$ cat config.mk
export PLATFORM = sky130hd
export DESIGN_NAME = nco_phase_gen_flat
export DESIGN_NICKNAME = d
export VERILOG_FILES = /design/src/rtl/nco_pkg.sv /design/src/rtl/nco_phase_gen_if.sv /design/src/rtl/nco_phase_round.sv /design/src/rtl/nco_phase_gen.sv /design/src/flat_wrapper.sv
export SDC_FILE = /design/constraint.sdc
export NUM_CORES = 1
export LEC_CHECK = 0
export ABC_AREA = 1
export BUFFER_PORTS_ARGS = -buffer_cell sky130_fd_sc_hd__buf_2
export CORE_UTILIZATION = 40
export DETAILED_ROUTE_END_ITERATION = 7
export GPL_TIMING_DRIVEN = 0
export HOLD_SLACK_MARGIN = 0.05
export PLACE_DENSITY = 0.64
export SLEW_MARGIN = 20
export SYNTH_ARGS = -nofsm -noshare
export SYNTH_HDL_FRONTEND = slang
export SYNTH_HIERARCHICAL = 1
export SYNTH_SLANG_ARGS = --single-unit
$ cat constraint.sdc
create_clock -name clk_i -period 2 [get_ports clk_i]
set_clock_uncertainty 0.15 [all_clocks]
set_input_delay 0.1 -clock clk_i [delete_from_list [all_inputs] [get_ports clk_i]]
set_output_delay 0.1 -clock clk_i [all_outputs]
set_load 0.05 [all_outputs]
$ cat src/rtl/nco_pkg.sv
// Shared types and constants for the NCO phase generator.
//   quadrant_t : 2-bit phase quadrant, Q0 = [0,90) ... Q3 = [270,360)
//   LFSR_SEED  : dither LFSR seed; also used when sync_i restarts the phase
//   LFSR_TAPS  : Fibonacci feedback mask for taps 16,14,13,11
package nco_pkg;
   typedef enum logic [1:0] {Q0, Q1, Q2, Q3} quadrant_t;

   localparam logic [15:0] LFSR_SEED = 16'hACE1;
   localparam logic [15:0] LFSR_TAPS = 16'hB400;
endpackage

$ cat src/rtl/nco_phase_gen_if.sv
// Control and sample bus of the NCO phase generator.
//   master : drives enable, config, sync and ready; receives the sample
//   slave  : the generator side
// Signals:
//   en_i, cfg_load_i, ftw_i, offset_i, sync_i, ready_i  (master -> slave)
//   valid_o, quadrant_o, angle_o, wrap_o                (slave -> master)
interface nco_phase_gen_if #(
   parameter int FW = 32,
   parameter int AW = 16
) ();
   logic          en_i;
   logic          cfg_load_i;
   logic [FW-1:0] ftw_i;
   logic [FW-1:0] offset_i;
   logic          sync_i;
   logic          ready_i;
   logic          valid_o;
   logic [1:0]    quadrant_o;
   logic [AW-1:0] angle_o;
   logic          wrap_o;

   modport master (
      output en_i, cfg_load_i, ftw_i, offset_i, sync_i, ready_i,
      input  valid_o, quadrant_o, angle_o, wrap_o
   );

   modport slave (
      input  en_i, cfg_load_i, ftw_i, offset_i, sync_i, ready_i,
      output valid_o, quadrant_o, angle_o, wrap_o
   );
endinterface

$ cat src/rtl/nco_phase_round.sv
// Combinational phase offset add and round to quadrant + angle.
// Ports:
//   acc_i      : accumulator phase (PW bits, already forced to 0 on sync)
//   offset_i   : phase offset (PW bits)
//   dith_i     : LFSR state, only present with NCO_PHASE_DITHER_EN
//   quadrant_o : top 2 bits of the rounded phase
//   angle_o    : next AW bits of the rounded phase
// Macro NCO_PHASE_DITHER_EN: the rounding constant becomes the low LFSR
// bits left-aligned in the discarded field instead of a fixed half LSB.
module nco_phase_round
   import nco_pkg::*;
#(
   parameter int PW = 32,
   parameter int AW = 16
) (
   input  logic [PW-1:0] acc_i,
   input  logic [PW-1:0] offset_i,
`ifdef NCO_PHASE_DITHER_EN
   input  logic [15:0]   dith_i,
`endif
   output quadrant_t     quadrant_o,
   output logic [AW-1:0] angle_o
);
   // Bits below the output field that are dropped by rounding.
   localparam int DROP = PW - AW - 2;
`ifdef NCO_PHASE_DITHER_EN
   localparam int DTW = (DROP < 16) ? DROP : 16;
`endif

   logic [PW-1:0] p;
   logic [PW-1:0] rnd;
   logic [PW-1:0] s;
   logic [AW+1:0] top;

   always_comb begin
      p   = acc_i + offset_i;
`ifdef NCO_PHASE_DITHER_EN
      rnd = PW'(dith_i[DTW-1:0]) << (DROP - DTW);
`else
      rnd = PW'(1) << (DROP - 1);
`endif
      // Carry out of bit PW-1 is dropped, so rounding past 360 deg wraps to 0.
      s          = p + rnd;
      top        = (AW+2)'(s >> DROP);
      quadrant_o = quadrant_t'(top[AW+1:AW]);
      angle_o    = top[AW-1:0];
   end
endmodule

$ cat src/rtl/nco_phase_gen.sv
// Numerically controlled phase generator feeding a CORDIC sin/cos stage.
// Ports:
//   clk_i, rst_n_i : clock, asynchronous active-low reset
//   bus (slave)    : en/cfg_load/ftw/offset/sync/ready in,
//                    valid/quadrant/angle/wrap out
// A sample is produced on every advance (en_i while the output slot is
// free); the output holds while valid_o is set and ready_i is low.
// Macro NCO_PHASE_DITHER_EN enables a 16-bit LFSR rounding dither.
module nco_phase_gen
   import nco_pkg::*;
#(
   parameter int PW = 32,
   parameter int AW = 16,
   parameter int FW = PW
) (
   input  logic           clk_i,
   input  logic           rst_n_i,
   nco_phase_gen_if.slave bus
);
   logic [PW-1:0] acc_q, acc_d;
   logic          carry_q, carry_d;
   logic [PW-1:0] ftw_q, ftw_d;
   logic [PW-1:0] off_q, off_d;
   logic          valid_q, valid_d;
   quadrant_t     quad_q, quad_d;
   logic [AW-1:0] angle_q, angle_d;
   logic          wrap_q, wrap_d;

   logic          adv;
   logic [PW-1:0] rnd_acc;
   quadrant_t     rnd_quad;
   logic [AW-1:0] rnd_angle;

`ifdef NCO_PHASE_DITHER_EN
   logic [15:0]   lfsr_q, lfsr_d;
`endif

   // sync_i restarts phase: the sample sees an accumulator of 0.
   assign rnd_acc = bus.sync_i ? '0 : acc_q;

   nco_phase_round #(.PW(PW), .AW(AW)) u_round (
      .acc_i      (rnd_acc),
      .offset_i   (off_q),
`ifdef NCO_PHASE_DITHER_EN
      .dith_i     (lfsr_q),
`endif
      .quadrant_o (rnd_quad),
      .angle_o    (rnd_angle)
   );

   always_comb begin
      adv     = bus.en_i && (!valid_q || bus.ready_i);
      acc_d   = acc_q;
      carry_d = carry_q;
      ftw_d   = ftw_q;
      off_d   = off_q;
      valid_d = valid_q;
      quad_d  = quad_q;
      angle_d = angle_q;
      wrap_d  = wrap_q;

      // Config registers load now but are only seen from the next advance.
      if (bus.cfg_load_i) begin
         ftw_d = PW'(bus.ftw_i);
         off_d = PW'(bus.offset_i);
      end

      if (adv) begin
         quad_d  = rnd_quad;
         angle_d = rnd_angle;
         valid_d = 1'b1;
         if (bus.sync_i) begin
            acc_d   = ftw_q;
            carry_d = 1'b0;
            wrap_d  = 1'b0;
         end else begin
            {carry_d, acc_d} = {1'b0, acc_q} + {1'b0, ftw_q};
            // wrap marks the first sample after the carry-out.
            wrap_d = carry_q;
         end
      end else begin
         if (bus.ready_i) valid_d = 1'b0;
         if (bus.sync_i) begin
            acc_d   = '0;
            carry_d = 1'b0;
         end
      end
   end

`ifdef NCO_PHASE_DITHER_EN
   always_comb begin
      lfsr_d = lfsr_q;
      if (bus.sync_i)
         lfsr_d = LFSR_SEED;
      else if (adv)
         lfsr_d = {lfsr_q[14:0], ^(lfsr_q & LFSR_TAPS)};
   end

   always_ff @(posedge clk_i or negedge rst_n_i) begin
      if (!rst_n_i) lfsr_q <= LFSR_SEED;
      else          lfsr_q <= lfsr_d;
   end
`endif

   always_ff @(posedge clk_i or negedge rst_n_i) begin
      if (!rst_n_i) begin
         acc_q   <= '0;
         carry_q <= 1'b0;
         ftw_q   <= '0;
         off_q   <= '0;
         valid_q <= 1'b0;
         quad_q  <= Q0;
         angle_q <= '0;
         wrap_q  <= 1'b0;
      end else begin
         acc_q   <= acc_d;
         carry_q <= carry_d;
         ftw_q   <= ftw_d;
         off_q   <= off_d;
         valid_q <= valid_d;
         quad_q  <= quad_d;
         angle_q <= angle_d;
         wrap_q  <= wrap_d;
      end
   end

   assign bus.valid_o    = valid_q;
   assign bus.quadrant_o = quad_q;
   assign bus.angle_o    = angle_q;
   assign bus.wrap_o     = wrap_q;
endmodule

$ cat src/flat_wrapper.sv
// flat-port wrapper written by rule: the top's interface ports become plain ports
module nco_phase_gen_flat import nco_pkg::*;
#(
   parameter int PW = 32,
   parameter int AW = 16,
   parameter int FW = PW
)
  (clk_i, rst_n_i, bus_en_i, bus_cfg_load_i, bus_ftw_i, bus_offset_i, bus_sync_i, bus_ready_i, bus_valid_o, bus_quadrant_o, bus_angle_o, bus_wrap_o);
  nco_phase_gen_if #(.FW(FW), .AW(AW)) bus_i ();
  input  logic clk_i;
  input  logic rst_n_i;
  input wire logic [$bits(bus_i.en_i)-1:0] bus_en_i;
  input wire logic [$bits(bus_i.cfg_load_i)-1:0] bus_cfg_load_i;
  input wire logic [$bits(bus_i.ftw_i)-1:0] bus_ftw_i;
  input wire logic [$bits(bus_i.offset_i)-1:0] bus_offset_i;
  input wire logic [$bits(bus_i.sync_i)-1:0] bus_sync_i;
  input wire logic [$bits(bus_i.ready_i)-1:0] bus_ready_i;
  output wire logic [$bits(bus_i.valid_o)-1:0] bus_valid_o;
  output wire logic [$bits(bus_i.quadrant_o)-1:0] bus_quadrant_o;
  output wire logic [$bits(bus_i.angle_o)-1:0] bus_angle_o;
  output wire logic [$bits(bus_i.wrap_o)-1:0] bus_wrap_o;
  assign bus_i.en_i = bus_en_i;
  assign bus_i.cfg_load_i = bus_cfg_load_i;
  assign bus_i.ftw_i = bus_ftw_i;
  assign bus_i.offset_i = bus_offset_i;
  assign bus_i.sync_i = bus_sync_i;
  assign bus_i.ready_i = bus_ready_i;
  assign bus_valid_o = bus_i.valid_o;
  assign bus_quadrant_o = bus_i.quadrant_o;
  assign bus_angle_o = bus_i.angle_o;
  assign bus_wrap_o = bus_i.wrap_o;
  nco_phase_gen #(.PW(PW), .AW(AW), .FW(FW)) u_core (.clk_i(clk_i), .rst_n_i(rst_n_i), .bus(bus_i));
endmodule
# Yosys cells after proc, flatten, opt, wreduce, memory -nomap -nowiden
# Index checks and enable logic that the tools add are counted.
totals:
  output_inout_bits: 20
  register_bits: 117
  elab_cells: 23
classes:
  n_mux: 8
  n_reduce_logical: 4
  add_sub_neg: 3
ops:
  columns: ["operator", "count"]
  rows:
  - ["32-bit two-way mux", 3]
  - ["32-bit by 32-bit adder with 33-bit output", 1]
  - ["32-bit by 14-bit adder with 32-bit output, second input constant", 1]
  - ["32-bit adder", 1]
  - ["1-bit two-way mux", 5]
  - ["2-bit nonzero test", 1]
  - ["1-bit logical AND", 1]
  - ["1-bit zero test", 1]
  - ["1-bit logical OR", 1]

# Longest topological paths before layout
# Gate-level depths: netlist of run 1.
depth:
  ltp_word: 4
  ltp_mapped: 19

# Modules after synthesis
# Netlist of run 1, hierarchy kept.
by_module_without_submodules:
  columns: ["module", "cells_per_inst", "n_inst", "area_per_inst_um2", "seq_area_each_um2"]
  rows:
  - ["nco_phase_gen", 1036, 1, 7413.4, 2927.8]
  - ["nco_phase_round", 495, 1, 2568.7, 0.0]

# Least setup slack after synthesis of run 1
# No wires, ideal clock.
synth_path:
  path_kind: "input to register"
  start: "in bus_sync_i"
  end: "reg u_core.angle_q[15] (netlist: u_core/bus.angle_o[15])"
  stages: 17
  arrival_time_ns: 2.030
  setup_slack_ns: -0.297
  n_path_buf: 2
  setup_time_ns: 0.118
  path_cell_list: "buf_2 > clkbuf_1 > nor2_1 > ha_1 > ha_1 > nand2_1 > inv_1 > nand2_1 > nand2_1 > nand2_1 > nand2_1 > a21oi_1 > nand2_1 > nand2_1 > nand2_1 > nand2_1 > nand2_1"
synth_between:
  elab_chain_len: 3
synth_lines:
  columns: ["element", "line", "rtl"]
  rows:
  - ["from (decl)", "flat_wrapper.sv:16", "input wire logic [$bits(bus_i.sync_i)-1:0] bus_sync_i;"]
  - ["32-bit two-way mux", null, null]
  - ["named net u_core.rnd_acc[15]", "nco_phase_gen.sv:30", "logic [PW-1:0] rnd_acc;"]
  - ["32-bit adder", "nco_phase_round.sv:36", "p = acc_i + offset_i;"]
  - ["32-bit by 14-bit adder with 32-bit output", "nco_phase_round.sv:43", "s = p + rnd;"]
  - ["named net u_core.rnd_angle[15]", "nco_phase_gen.sv:32", "logic [AW-1:0] rnd_angle;"]
  - ["to (signal assigned)", "nco_phase_gen.sv:122", "angle_q <= angle_d;"]
  - ["to (decl)", "nco_phase_gen.sv:26", "logic [AW-1:0] angle_q, angle_d;"]
# The timed path passes the listed nets, and every way through them passes these cells.
# A chain may end at the register's enable or synchronous reset.

# Worst setup path after layout of run 1
layout_path:
  start: "reg u_core.acc_q[10]"
  end: "reg u_core.angle_q[14] (netlist: u_core/bus.angle_o[14])"
layout_between:
  elab_chain_len: 3
layout_lines:
  columns: ["element", "line", "rtl"]
  rows:
  - ["from (decl)", "nco_phase_gen.sv:20", "logic [PW-1:0] acc_q, acc_d;"]
  - ["from (signal assigned)", "nco_phase_gen.sv:107", "acc_q <= '0;"]
  - ["from (signal assigned)", "nco_phase_gen.sv:116", "acc_q <= acc_d;"]
  - ["32-bit two-way mux", null, null]
  - ["named net u_core.rnd_acc[10]", "nco_phase_gen.sv:30", null]
  - ["32-bit adder", "nco_phase_round.sv:36", null]
  - ["32-bit by 14-bit adder with 32-bit output", "nco_phase_round.sv:43", null]
  - ["named net u_core.rnd_angle[14]", "nco_phase_gen.sv:32", null]
# The timed path passes the listed nets, and every way through them passes these cells.

==> metrics list, run 1 <==
- The run finished, with violations left.
- Failing checks: setup timing
- Synthesis produced 1531 cells.
- Final period utilization: 116%
- In this run, the number of DRC markers left after iteration 0 of detailed routing was 580.
- Commonest non-fill, non-tap cells in the layout: 504 x nand2_1, 261 x inv_1, 116 x dfrtp_1, 95 x buf_2
- Kind of end point of the critical path: flip-flop
- Total power for the finished layout comes to 12.0 mW.
- The Yosys step of the flow raised 6 warnings.
- For this run, the register share of the synthesized area comes to 29.3%.
* Drt pass-1 iters: 5
- The via count of the first global-routing pass was 9910.
- The first global-routing pass estimated 51000 um of wire.
* Worst R2R Path Depth: 15
- In this design, the stage delay of the slowest critical-path cell is 0.37 ns.
* Min Tclk post-route: 2.31 ns
- Worst setup slack before clock tree synthesis: -0.524 ns
* Critical Path Most Common Cell: nand2_1
- FILL cells: 2278
- The synthesized netlist contains 37 unique library cells.
* Unrepaired setup endpoints after global routing: true
* Cell area after synthesis: 0.00998 sq mm
- The die covers 0.0256 sq mm.
- Clk_lat worst skew: 0.43 ns
- After synthesis, the mean cell area works out to 6.52 sq um.
- Vertical extent of the die: 160 um
- Largest net degree at the start of global routing: 69
- Met2 global-route usage: 44.1%
- Measured along the x axis, the die boundary spans 160 um.
- In this run the static leakage power is 7.33 nW.
- CTS sink count: 117
- Core ar.: 0.0244 sq mm
* Top cell type by total area after synthesis: dfrtp_1
- The detail route stage leaves a number of antenna-violating nets equal to 0.
- The worst register-to-register path ends at u_core/bus.angle_o[14].
- The initial antenna violation count is 0.
- Path type of the worst setup path: flip-flop to flip-flop
- Net count of the mapped netlist: 1693
- Maximum count of clock buffers along a single path: 2
* Cell types occupying the most area after synthesis: dfrtp_1 29%, nand2_1 22%, ha_1 11%
- The number of antenna diodes in the final layout is 0.
- Buffers inserted during clock tree synthesis total 17.
* Synth-to-Final Area Change: 42.0%
* Layout cell share with drive strength beyond 1: 29.9%
- Via count: 10162
* Initial core utilization: 40.9%
* Global Route Usage Sum: 25.6%
- Clock-pin slew was measured on the worst setup and hold paths at 0.06 ns.
- The cell sitting at the root of the clock tree is a clkbuf_16.
* Final Routed Wirelength: 32800 um
* Met3 GRT Util: 3.64%
- Highest attainable clock frequency: 433 MHz
- In this run the biggest area consumer among cell types represents 29.3% of the synthesized area.
- CTS built an H-tree with a depth of 4.
* Final RePlAce weighted congestion: 0.942
- During placement, the flow inserted port buffers numbering 87.
- Dividing the detail-routed wire length by the instance count gives 15.8 um.
* CP arrival: 2.48 ns
* Number of standard-cell rows in the floorplan: 57
- HP Class: input port to asynchronous set/reset pin
- Reg-to-reg startpoint: u_core/acc_q[10]
* Power per standard cell area: 843 mW/mm^2
* Post-route non-filler standard cell count: 2083
* Cell Count Post-Placement: 1943
- Highest net fanout along the worst path: 3
- Commonest non-fill, non-tap cell in the layout: nand2_1
- Global routing consumed, on the met1 layer, 32.4% of the routing resources.
- Gr busiest metal: met2
- Across the run, the number of max-cap violations was 0.
- Required time of the worst setup path: 2.17 ns
- Setup violations remaining at the end of the flow were counted as 39.
- Number of hold violations in the final report: 0
- Kind of start point of the critical path: flip-flop
* Worst-case headroom to the max-slew limit: 52.2%
- After layout, the worst setup slack is -0.311 ns.
* Gr ovfl total: 0
* Drc violations: 0
* Max rail drop VDD: 570 uV
- Tightest Pin Transition: 0.715 ns
* Vias per Instance: 4.88
* Final-stage net count: 1908
- Pin placement for this block handled 90 I/O pins.
* Reg2reg setup slack: -0.31 ns
- Once detailed placement completed, the half-perimeter wirelength came to 24000 um.
- The slowest stage of the critical path is the dfrtp_1 cell.
- The total count of max-transition violations in the final report was 0.
- Total of flip-flops plus latches after synthesis: 117
- CTS tree: yes
- Crit path cell chain: inv_2 -> nor2_4 -> ha_4 -> ha_4 -> nand2_2 -> inv_1 -> a21oi_2 -> and2_1 -> nand2_1 -> nand2_1 -> nand2_1 -> nand2_1 -> nand2_1 -> nand2_1 -> nand2_1
logic make-up after synthesis:
kind of cell	synth area share, %
and+or+nand+nor	33.4
buffers and inverters	12.2
AOI/OAI and AO/OA	7.19
DFF	29.3
adders and majority gates	11.6
muxes	4.40
xor gates and xnor gates	1.84
worst max path at each step:
stage	start	end	depth (start not counted)
2_1_floorplan	u_core/acc_q[13]	u_core/bus.quadrant_o[1]	17
5_1_grt	u_core/acc_q[9]	u_core/bus.angle_o[4]	14
6_report	u_core/acc_q[10]	u_core/bus.angle_o[14]	15
4_1_cts	u_core/acc_q[13]	u_core/bus.angle_o[9]	18
3_5_place_dp	bus_sync_i	u_core/bus.quadrant_o[0]	14
3_3_place_gp	rst_n_i	u_core/acc_q[23]	1
power breakdown:
group / switching, mW / internal, mW / total [mW] / leakage (nW)
sequential: 0.266 / 2.73 / 2.99 / 1.43
clock: 1.30 / 1.87 / 3.17 / 0.283
combinational: 3.55 / 2.24 / 5.80 / 5.62
total: 5.12 / 6.83 / 12.0 / 7.33
repair_timing:
item                                   CTS  global route
setup buffers                           18            11
pin swaps                               29            37
setup endpoints to repair               44            46
gates resized for setup                131           121
endpoints found under the hold margin  193             0
hold buffers                            80             0
per-stage QoR:
step	util (%)	area, sq um	hold WS, ns	TNS (ns)
2_1_floorplan	-	10600	-0.346	-0.343
3_3_place_gp	46.8	11400	0.158	-117.89
3_5_place_dp	46.9	11500	-0.0788	-10.57
4_1_cts	55.9	13600	0.0605	-5.44
5_1_grt	58.1	14200	0.0885	-10.95
6_report	58.1	14200	0.0644	-6.42
critical path: cells and delay by family, from the launching register on:
| family | cells | cell delay (ns) |
|---|---|---|
| AND/OR/NAND/NOR | 10 | 0.88 |
| AO/OA/AOI/OAI | 1 | 0.18 |
| flip-flops | 1 | 0.37 |
| adder cells (fa/ha/maj) | 2 | 0.50 |
| buffers and inverters | 2 | 0.11 |
cell type report:
type	instances	area (sq um)	area share, %
flip-flops and latches	117	2930	20.7
plain buffers	31	203	1.43
well taps	324	405	2.86
multi-input cells	1096	7460	52.6
repair buffers	196	1500	10.6
inverters	287	1080	7.63
clock buffers	17	425	3.00
clock inverters	15	173	1.22
flip-flops by register name, indices dropped and copies added, names as in the netlist:
signal and cells:
u_core/bus.valid_o 1, u_core/bus.angle_o 16, u_core/off_q 32, u_core/acc_q 32
u_core/ftw_q 32, u_core/carry_q 1, u_core/bus.quadrant_o 2, u_core/bus.wrap_o 1
metal layers:
metal	up-vias	share of wire, %
met3	66	4.0
met2	232	48
met5	-	0
li1	5134	-
met1	4730	44
met4	0	3.6
synth_stat cells:
| library cell | instances |
|---|---|
| nand2_1 | 581 |
| inv_1 | 280 |
| dfrtp_1 | 117 |
| nor2_1 | 108 |
| ha_1 | 91 |
| a21oi_1 | 65 |
| nand3_1 | 62 |
| o21ai_0 | 40 |
| mux2_2 | 39 |
| nand2_2 | 22 |
| clkbuf_1 | 18 |
| xor2_1 | 12 |
| buf_2 | 10 |
| xnor2_1 | 9 |
| inv_2 | 7 |
| nand4_1 | 7 |
| o21bai_1 | 7 |
| nand3_2 | 6 |
| nor3_1 | 6 |
| o211ai_1 | 6 |
| o21ai_1 | 6 |
| nor2_2 | 5 |
| nor3_2 | 5 |
| nor2_4 | 4 |
| o21a_1 | 4 |
| a21oi_2 | 2 |
| dlygate4sd1_1 | 2 |
| a21boi_2 | 1 |
| a31oi_1 | 1 |
| and2_0 | 1 |
| and2_1 | 1 |
| buf_4 | 1 |
| fa_1 | 1 |
| nand3b_1 | 1 |
| nor3b_1 | 1 |
| nor4_1 | 1 |
| or2_1 | 1 |
No activity file was read; power rests on OpenSTA's default activity.
==> run 2: changes to the inputs <==
--- a/config.mk
+++ b/config.mk
@@ -7,11 +7,12 @@
 export LEC_CHECK = 0
 export ABC_AREA = 1
 export BUFFER_PORTS_ARGS = -buffer_cell sky130_fd_sc_hd__buf_2
-export CORE_UTILIZATION = 40
+export CORE_UTILIZATION = 55
 export DETAILED_ROUTE_END_ITERATION = 7
 export GPL_TIMING_DRIVEN = 0
 export HOLD_SLACK_MARGIN = 0.05
-export PLACE_DENSITY = 0.64
+export PLACE_DENSITY = 0.82
+export SKIP_LAST_GASP = 1
 export SLEW_MARGIN = 20
 export SYNTH_ARGS = -nofsm -noshare
 export SYNTH_HDL_FRONTEND = slang
==> run 2 against run 1 <==
The run ends with DRC, setup timing left. Largest power group unchanged. Final cell count is 4.7% lower. Non-clock buffer count is 1 higher. Combinational power is 9.3% higher. Critical path depth stayed put. Cell area is 0.86% higher. First-iteration DRC count is 140% higher. Setup slack worse by 0.17 ns. Total power is 5.6% higher. Core utilization is 23 points higher. Highest routed layer unchanged.
==> metrics list, run 2 (same netlist as run 1, synthesis figures left out) <==
- Highest routing layer actually used: met4
- Power per standard cell area: 882 mW/mm^2
- Vias in the first global route: 10965
* Global-route wire length before repair: 54900 um
* Origin of the worst min-delay path: bus_sync_i
- Final RePlAce weighted congestion: 0.951
* Clk_lat worst skew: 0.44 ns
- Counting tap cells, the placed design contains a total of 1844 instances.
- In the final design database the tool counted 1909 nets.
* Maximum count of clock buffers along a single path: 2
- Max-cap violations in this run came to 0.
* Min Tclk post-route: 2.48 ns
* Global Route Usage Sum: 39.0%
- STA classifies the critical path endpoint as a flip-flop.
- Synth-to-Final Area Change: 43.3%
- Drt pass-1 iters: 8
- Routed met3 length: 4070 um
* Drc violations: 38
- The final reports fail on DRC, setup timing.
- Input and output buffers added on the ports amount to 87.
- Of all nets on the critical path, the largest fanout is 4.
- VDD sags by at most 1020 uV.
- Final period utilization: 124%
* Core ar.: 0.0175 sq mm
- Summed over all nets, the half-perimeter wirelength after detailed placement is 22600 um.
* Number of standard-cell rows in the floorplan: 48
- Largest net degree at the start of global routing: 70
* Reg-to-reg startpoint: u_core/acc_q[11]
- For this design, the sink count on the clock tree is 117.
- The worst hold path belongs to the class input port to flip-flop.
- Combined buffer and inverter count along the critical path: 2
- By startpoint and endpoint, the worst setup path is classified as flip-flop to flip-flop.
- Registers with the most flip-flops: u_core/acc_q: 32 flops, u_core/ftw_q: 32 flops, u_core/off_q: 32 flops
* CTS tree: yes
- The signal on the critical path passes through inv_1 -> nor2_4 -> ha_4 -> ha_4 -> nand2_2 -> nor2_4 -> buf_4 -> a21oi_4 -> nand2_4 -> nand2_2 -> nand2_1 -> nand2_1 -> nand2_1 -> nand2_1 -> nand2_1.
* Status: complete, but fails checks
* Final setup margin: -0.483 ns
- Number of buffers inserted during clock tree synthesis: 17
* Gr ovfl total: 0
- The count of nets left with antenna violations once routing finished came out at 0.
- Commonest non-fill, non-tap cells in the layout: 482 x nand2_1, 249 x inv_1, 116 x dfrtp_1, 95 x buf_2, 92 x nand2_2
- Headroom to the max-slew limit came out at 44.4%.
* Largest stage delay on the critical path: 0.39 ns
- Among cell families on the critical path, the largest total delay comes from simple AND/OR/NAND/NOR gates.
- Initial core utilization: 56.9%
- Tightest Pin Transition: 0.834 ns
- In this run, the number of DRC markers left after iteration 0 of detailed routing was 1376.
- Via count: 11576
- Vertical extent of the die: 137 um
- The critical path starts at u_core/acc_q[11].
- Required time of the worst setup path: 2.16 ns
- DIE AREA: 0.0187 sq mm
- Horizontal extent of the die: 137 um
- CTS Root Cell: clkbuf_16
* Number of H-tree levels: 4
* Master of the slowest instance on the critical path: dfrtp_1
- The final layout contains routed wiring with a total length of 39300 um.
- Vias per Instance: 5.83
* Critical Path Most Common Cell: nand2_1
- STA classifies the critical path startpoint as a flip-flop.
- The total count of max-transition violations in the final report was 0.
- The post-route netlist has 32.7% of its cells at a drive strength greater than 1.
- Final Hold Slack: 0.0890 ns
- The hold violation total from the final report came to 0.
- The initial antenna violation count came to 1.
* Post-Route M1 WL: 13900 um
* Setup violations, final: 47
- Clock-pin transition on the worst setup and hold timing paths: 0.06 ns
- Post-route non-filler standard cell count: 1985
- Setup repair after global routing could not meet its margin everywhere.
* Ports: 90
- Leakage dissipation: 7.41 nW
* Length of routed met2 wiring: 18100 um
- CP arrival: 2.64 ns
* Highest attainable clock frequency: 403 MHz
* Commonest non-fill, non-tap cell in the layout: nand2_1
- Wirelength per Cell: 19.8 um
## run 2: changes by cell type in the layout (fill, tap and decap cells not counted), moves of 7 or more
cell / change
nand2_2: +13
inv_2: +11
inv_1: -12
buf_4: +7
nand2_1: -22
nor2_2: -7
nand2_4: +9
## run 2: repair_timing
action | 4_1_cts | 5_1_grt
setup endpoints to repair | 43 | 51
resized for setup | 161 | 154
endpoints found under the hold margin | 187 | 0
gates cloned | 0 | 0
buffers inserted | 16 | 21
hold buffers | 73 | 0
pin swaps | 56 | 59
## run 2: path summary, 6_finish.rpt
| check | end | slack [ns] | depth (start not counted) |
|---|---|---|---|
| max | u_core/bus.quadrant_o[1] | -0.48 | 15 |
| min | u_core/acc_q[19] | 0.09 | 5 |
| max reg2reg | u_core/bus.quadrant_o[1] | -0.48 | 15 |
| min reg2reg | u_core/bus.angle_o[6] | 0.33 | 2 |
| max in group asynchronous | u_core/bus.angle_o[5] | 0.17 | 4 |
| min in group asynchronous | u_core/bus.angle_o[2] | 0.56 | 3 |
## run 2: per-layer routing
metal / vias up / global-route usage [%]
li1: 5135 / -
met1: 5291 / 46.0
met2: 835 / 64.2
met3: 315 / 7.70
met4: 0 / 26.3
met5: - / 0
## run 2: area by class of cell
type / instances / area, sq um
multi-input cells: 1096 / 7700
flip-flops and latches: 117 / 2930
fillers: 972 / 3240
plain buffers: 31 / 203
repair buffers: 197 / 1490
diodes: 1 / 2.50
clock buffers: 20 / 457
well taps: 225 / 282
inverters: 287 / 1090
clock inverters: 11 / 150
## run 2: report_power, final
part / switching, mW / internal (mW) / total (mW)
Sequential: 0.308 / 2.73 / 3.03
Combinational: 3.98 / 2.36 / 6.34
Clock: 1.22 / 2.02 / 3.24
Total: 5.51 / 7.11 / 12.6
## run 2: worst reg2reg max path: cells and delay by family (launching register included)
kind / cells / cell delay [ns]
flip-flops: 1 / 0.39
buffers and inverters: 2 / 0.26
AO/OA/AOI/OAI: 1 / 0.18
AND/OR/NAND/NOR: 10 / 0.89
adder cells (fa/ha/maj): 2 / 0.48
## run 2: through the flow
| stage | total power [mW] | util (%) | TNS, ns | setup WS, ns | area, sq um |
|---|---|---|---|---|---|
| after CTS | 11.5 | 77.5 | -5.46 | -0.275 | 13600 |
| after global placement | 7.43 | 64.4 | -95.95 | -0.754 | 11300 |
| after global routing | 13.1 | 81.5 | -15.81 | -0.562 | 14300 |
| after floorplan | 6.42 | - | -0.343 | -0.0453 | 10600 |
| after detailed placement | 7.53 | 64.6 | -9.39 | -0.446 | 11300 |
| final | 12.6 | 81.5 | -12.69 | -0.483 | 14300 |
